[src/rtl/periph_uart_pkg.sv]
// Shared constants and state encoding for the UART streamer.
// Holds the register map, status bit indices and FSM states.
package periph_uart_pkg;

    localparam logic [31:0] STAT_ADDR = 32'h4000_0020;
    localparam logic [31:0] RXD_ADDR  = 32'h4000_001C;
    localparam logic [31:0] TXD_ADDR  = 32'h4000_0018;

    localparam int STAT_TX_IDLE = 0;
    localparam int STAT_RX_PEND = 1;

    typedef enum logic [2:0] {
        ST_IDLE,
        ST_POLL,
        ST_RX_READ,
        ST_TX_WRITE,
        ST_GUARD
    } state_t;

endpackage

[src/rtl/periph_uart_streamer_fifo.sv]
// byte_fifo: synchronous 8-bit FIFO with registered pointers.
// Ports: clk, reset, push/push_data, pop, head, full, empty.
module byte_fifo #(
    parameter int DEPTH = 16
) (
    input  logic       clk,
    input  logic       reset,
    input  logic       push,
    input  logic [7:0] push_data,
    input  logic       pop,
    output logic [7:0] head,
    output logic       full,
    output logic       empty
);

    localparam int AW = $clog2(DEPTH);

    logic [AW:0] wptr;
    logic [AW:0] rptr;
    logic [7:0]  mem [DEPTH];
    logic        push_ok;
    logic        pop_ok;

    assign empty = (wptr == rptr);
    assign full  = (wptr[AW] != rptr[AW]) &&
                   (wptr[AW-1:0] == rptr[AW-1:0]);
    assign head  = mem[rptr[AW-1:0]];

    // A pop frees the slot, so a push while full is taken
    // in the same cycle as a pop.
    assign push_ok = push && (!full || pop);
    assign pop_ok  = pop && !empty;

    always_ff @(posedge clk) begin
        if (reset) begin
            wptr <= '0;
            rptr <= '0;
        end else begin
            if (push_ok)
                wptr <= wptr + (AW+1)'(1);
            if (pop_ok)
                rptr <= rptr + (AW+1)'(1);
        end
    end

    always_ff @(posedge clk) begin
        if (push_ok)
            mem[wptr[AW-1:0]] <= push_data;
    end

endmodule

[src/rtl/periph_uart_streamer.sv]
// Bus initiator that feeds pushed bytes to the UART TXD register
// and drains RXD. Ports: push_*, rd/wr/addr/wdata/rdata bus,
// rx_valid/rx_data strobe, busy.
module periph_uart_streamer
    import periph_uart_pkg::*;
#(
    parameter int FIFO_DEPTH = 16,
    parameter int TX_GUARD   = 4
) (
    input  logic        clk,
    input  logic        reset,
    input  logic        push_valid,
    input  logic [7:0]  push_data,
    output logic        push_ready,
    output logic        rd,
    output logic        wr,
    output logic [31:0] addr,
    output logic [31:0] wdata,
    input  logic [31:0] rdata,
    output logic        rx_valid,
    output logic [7:0]  rx_data,
    output logic        busy
);

    localparam int GW = $clog2(TX_GUARD + 1);

    state_t        state;
    state_t        state_next;
    logic [GW-1:0] guard_cnt;
    logic [GW-1:0] guard_next;
    logic [31:0]   addr_next;
    logic [7:0]    fifo_head;
    logic          fifo_full;
    logic          fifo_empty;
    logic          fifo_pop;
    logic          unused_rdata;

    assign unused_rdata = ^rdata[31:8];
    assign fifo_pop     = (state == ST_TX_WRITE);
    assign push_ready   = !fifo_full;
    assign busy         = !fifo_empty || (state != ST_IDLE);

    byte_fifo #(
        .DEPTH (FIFO_DEPTH)
    ) u_fifo (
        .clk       (clk),
        .reset     (reset),
        .push      (push_valid),
        .push_data (push_data),
        .pop       (fifo_pop),
        .head      (fifo_head),
        .full      (fifo_full),
        .empty     (fifo_empty)
    );

    always_comb begin
        state_next = state;
        guard_next = guard_cnt;
        unique case (state)
            ST_IDLE:
                state_next = ST_POLL;
            ST_POLL: begin
                if (rdata[STAT_RX_PEND])
                    state_next = ST_RX_READ;
                else if (rdata[STAT_TX_IDLE] && !fifo_empty)
                    state_next = ST_TX_WRITE;
            end
            ST_RX_READ:
                state_next = ST_POLL;
            ST_TX_WRITE: begin
                guard_next = GW'(TX_GUARD);
                state_next = ST_GUARD;
            end
            ST_GUARD: begin
                guard_next = guard_cnt - GW'(1);
                if (guard_next == '0)
                    state_next = ST_POLL;
            end
            default:
                state_next = ST_IDLE;
        endcase
    end

    always_comb begin
        addr_next = '0;
        unique case (state_next)
            ST_POLL:     addr_next = STAT_ADDR;
            ST_RX_READ:  addr_next = RXD_ADDR;
            ST_TX_WRITE: addr_next = TXD_ADDR;
            default:     addr_next = '0;
        endcase
    end

    // Bus outputs are registered from the next state so they
    // line up with the state they belong to.
    always_ff @(posedge clk) begin
        if (reset) begin
            state     <= ST_IDLE;
            guard_cnt <= '0;
            rd        <= 1'b0;
            wr        <= 1'b0;
            addr      <= '0;
            wdata     <= '0;
            rx_valid  <= 1'b0;
            rx_data   <= '0;
        end else begin
            state     <= state_next;
            guard_cnt <= guard_next;
            rd        <= (state_next == ST_POLL) ||
                         (state_next == ST_RX_READ);
            wr        <= (state_next == ST_TX_WRITE);
            addr      <= addr_next;
            wdata     <= (state_next == ST_TX_WRITE) ?
                         {24'b0, fifo_head} : 32'b0;
            rx_valid  <= (state == ST_RX_READ);
            if (state == ST_RX_READ)
                rx_data <= rdata[7:0];
        end
    end

endmodule

[config.mk]
export PLATFORM = sky130hd
export DESIGN_NAME = periph_uart_streamer
export DESIGN_NICKNAME = d
export VERILOG_FILES = /design/src/rtl/periph_uart_pkg.sv /design/src/rtl/periph_uart_streamer_fifo.sv /design/src/rtl/periph_uart_streamer.sv
export SDC_FILE = /design/constraint.sdc
export NUM_CORES = 1
export LEC_CHECK = 0
export CORE_MARGIN = 10
export CORE_UTILIZATION = 25
export CTS_CLUSTER_DIAMETER = 200
export CTS_CLUSTER_SIZE = 28
export DETAILED_ROUTE_END_ITERATION = 10
export GPL_TIMING_DRIVEN = 0
export SETUP_SLACK_MARGIN = 0.05
export SYNTH_ARGS = -nofsm -noshare
export SYNTH_HDL_FRONTEND = slang
export SYNTH_HIERARCHICAL = 1
export SYNTH_SLANG_ARGS = --single-unit
[constraint.sdc]
create_clock -name clk -period 4.1 [get_ports clk]
set_input_delay 0.615 -clock clk [delete_from_list [all_inputs] [get_ports clk]]
set_output_delay 0.615 -clock clk [all_outputs]
set_load 0.05 [all_outputs]
==> flow_summary.toml <==
[run_status]
status = "finished, final reports clean"

[global_route]
first_global_vias = 3751
grt_antenna_before_repair = 0
grt_pass1_wl_mm = 22.5
grt_max_degree = 19
grt.overflow.total = 0
track_usage = 0.0810

[synthesis]
syn_inst = 427
syn_avg_cell_area_um2 = 16.8
synthesis.area_um2 = 7170
synthMuxAreaShare = 0.144
synth_top_area_share = 0.536
ys_seq_area_frac = 0.656
synth_area_leaders = "edfxtp_1 (54%), dfxtp_1 (12%), mux4_1 (8.8%), buf_4 (5.4%), mux4_2 (5.0%)"
synth-compound-area-share = 0.0344
yosysTopAreaCell = "edfxtp_1"
synth_fa_ha_area_frac = 0.0122
synth_top_family_by_area = "multiplexers"
synth_edf_count = 128
ys_warn_count = 6
synth-xor-area-share = 0.0202
post_synth_and_or_nand_nor_area_fraction = 0.0582
synth.distinct_cells = 47
ys_seq_elements = 171
ys.flop_type = "edfxtp_1"
async_reset_ff_frac = 0

[setup_path]
r2r_end = "u_fifo/mem[12][7]"
critPathTopFamily = "buffers and inverters"
slowest_delay_ns = 0.72
crit_arrival_ns = 2.37
worstPathRequired_ns = 3.48
cp-end-kind = "output port"
worst-r2r-cell-count = 5
r2r-start = "state[0]"
cp-start-kind = "flop"
path_class = "reg2out"
worstPathMaxFanout = 9
crit_path_start = "u_fifo/wptr[2]"
worst_path_max_delay_cell = "clkdlybuf4s50_1"
path_buf_inv = 2
r2r_slack_ns = 1.79
path_cells = "buf_2, xnor2_2, nand4_2, nor2_1, nand3_1, clkdlybuf4s50_1"

[route]
vias = 3684
drcViolationCount = 0
drtPass1Iterations = 4
wire_per_inst_um = 15.3
wirelength_mm = 14.3
postRouteAntennaNets = 0
vias_per_cell = 3.95
first_iter_violations = 284

[flow_run]
cap_violations = 0

[clocking]
postCtsSetupRepairBufs = 0
cts.path.max_buffers = 2
h-tree-depth = 4
cts-buffers-inserted = 17
clkTransAtPathRegs_ns = 0.06
cts_tree = "yes"
cts_root_buf = "clkbuf_16"
hold_buffers = 0
clk_latency_ns = 0.42
cts_num_sinks = 171
ctsResizeCount = 0

[timing]
finalSetupViolCount = 0
fmax_mhz = 334
final-max-slew-violation-count = 0
relSlewSlack = 0.472
period_needed_ns = 2.99
worst_pin_slew_ns = 0.792
hold_viol_final = 0
period_share = 0.729
finalClockSkew_ns = 0.0144
finalSetupTns_ns = 0
rsz0062_at_grt = "false"

[power]
powerDensity_nw_per_um2 = 428
p_leak_uw = 0.00314
worst_ir_drop_vdd_v = 0.000265
sw_frac_of_total = 0.257
combPwrFrac = 0.098
internal_power_uw = 2820
clkPwrFrac = 0.400
design_power_total_uw = 3800
p_seq_frac = 0.502
power.net_switching_uw = 977

[floorplan]
coreArea_um2 = 28100
fp.dieH_um = 189
start_util = 0.255
dieWidth_um = 189
ioPinCount = 120
rows = 61
die_area_um2 = 35900

[place]
finalWeightedCongestion = 0.725
numPortBuffers = 44
hpwl_mm = 9.92

[min_path]
hp-class = "reg2reg"
worstHoldPathCells = 2
hold_start = "rx_data[2]"
hold_path_end = "rx_data[2]"

[cells_and_area]
layout.nets = 591
areaGrowthSynthToFinish_pct = 23.5
drive_gt1_frac = 0.218
registers in the layout (all words and copies together), names as in the netlist, 3 cells and up, named ones only:
| signal | count |
|---|---|
| guard_cnt | 3 |
| u_fifo/wptr | 5 |
| state | 3 |
| wdata | 8 |
| u_fifo/rptr | 5 |
| addr | 4 |
| u_fifo/mem | 128 |
| rx_data | 8 |
worst reg2reg max path, stage by stage, from the launching register on:
cell,delay (ns)
dfxtp_1,0.34
buf_2,0.24
and3_1,0.38
o31a_2,0.28
buf_2,0.20
and3_1,0.52
cell families after synthesis:
| kind of cell | after synthesis |
|---|---|
| other | 1 |
| AOI/OAI and AO/OA | 35 |
| xor gates and xnor gates | 14 |
| buffers and inverters | 77 |
| DFF | 171 |
| adders and majority gates | 7 |
| and+or+nand+nor | 78 |
| muxes | 44 |
metrics by stage:
| step | area [um^2] | hold slack [ns] | cells | setup slack (ns) | utilization |
|---|---|---|---|---|---|
| 2_1_floorplan | 7360 | 0.446 | 477 | 2.13 | - |
| 3_3_place_gp | 8280 | 0.461 | 899 | 0.941 | 0.295 |
| 3_5_place_dp | 8290 | 0.463 | 900 | 1.53 | 0.295 |
| 4_1_cts | 8860 | 0.472 | 932 | 1.07 | 0.315 |
| 5_1_grt | 8860 | 0.499 | 932 | 0.982 | 0.315 |
| 6_report | 8860 | 0.474 | 933 | 1.11 | 0.316 |
placed cells by master (no fill, tap or decap), drive strengths merged, types with 13 or more instances in the layout:
| cell type | n |
|---|---|
| mux4 | 40 |
| edfxtp | 128 |
| buf | 65 |
| o21ai | 13 |
| and3 | 15 |
| inv | 16 |
| dfxtp | 43 |
| conb | 51 |
| clkdlybuf4s50 | 44 |
| nor2 | 23 |
| clkbuf | 23 |
metal layers:
layer  vias to the layer above  GRT usage  part of all wire
met2                        91      0.127              0.47
met1                      1816      0.101              0.46
met4                         0     0.0284             0.010
met5                         -          0                 0
met3                         7     0.0285             0.063
li1                       1770          -                 -
area by class of cell:
class / count / area [um^2]
antenna: 1 / 2.50
buffer: 70 / 510
clock buffer: 17 / 425
clock inverter: 15 / 143
fill: 2736 / 19200
inverter: 7 / 26.3
multi-input combinational: 229 / 2130
sequential: 171 / 4700
tap: 378 / 473
timing repair buffer: 45 / 452
power groups by stage:
stage / clock network [uW] / registers, uW / logic (uW)
after global placement: 0 / 1940 / 369
after detailed placement: 0 / 1940 / 372
after CTS: 1570 / 1910 / 373
after global routing: 1650 / 1910 / 399
final: 1520 / 1910 / 373
after floorplan: 0 / 1980 / 242
cell usage after synthesis, types with 2 or more instances:
library cell	count
edfxtp_1	128
buf_4	52
dfxtp_1	43
mux4_1	24
nor2_1	23
mux4_2	16
and3_1	15
a21oi_1	11
nand2_1	11
o21ai_0	11
and2_1	10
ha_1	7
inv_1	7
nor2b_1	7
xor2_1	6
clkbuf_1	5
xnor2_1	5
buf_1	4
buf_2	4
mux2i_1	3
o211ai_1	3
xnor2_2	3
buf_8	2
nor3_1	2
o21ai_1	2
o311a_1	2
worst max path at each step:
stage                             to  slack, ns  depth (start not counted)
floorplan                       busy       2.13                          5
global placement    u_fifo/mem[3][3]       0.94                          4
detailed placement              busy       1.53                          6
CTS                             busy       1.07                          6
global route                    busy       0.98                          5
finish                          busy       1.11                          6
No activity file was read; power rests on OpenSTA's default activity.
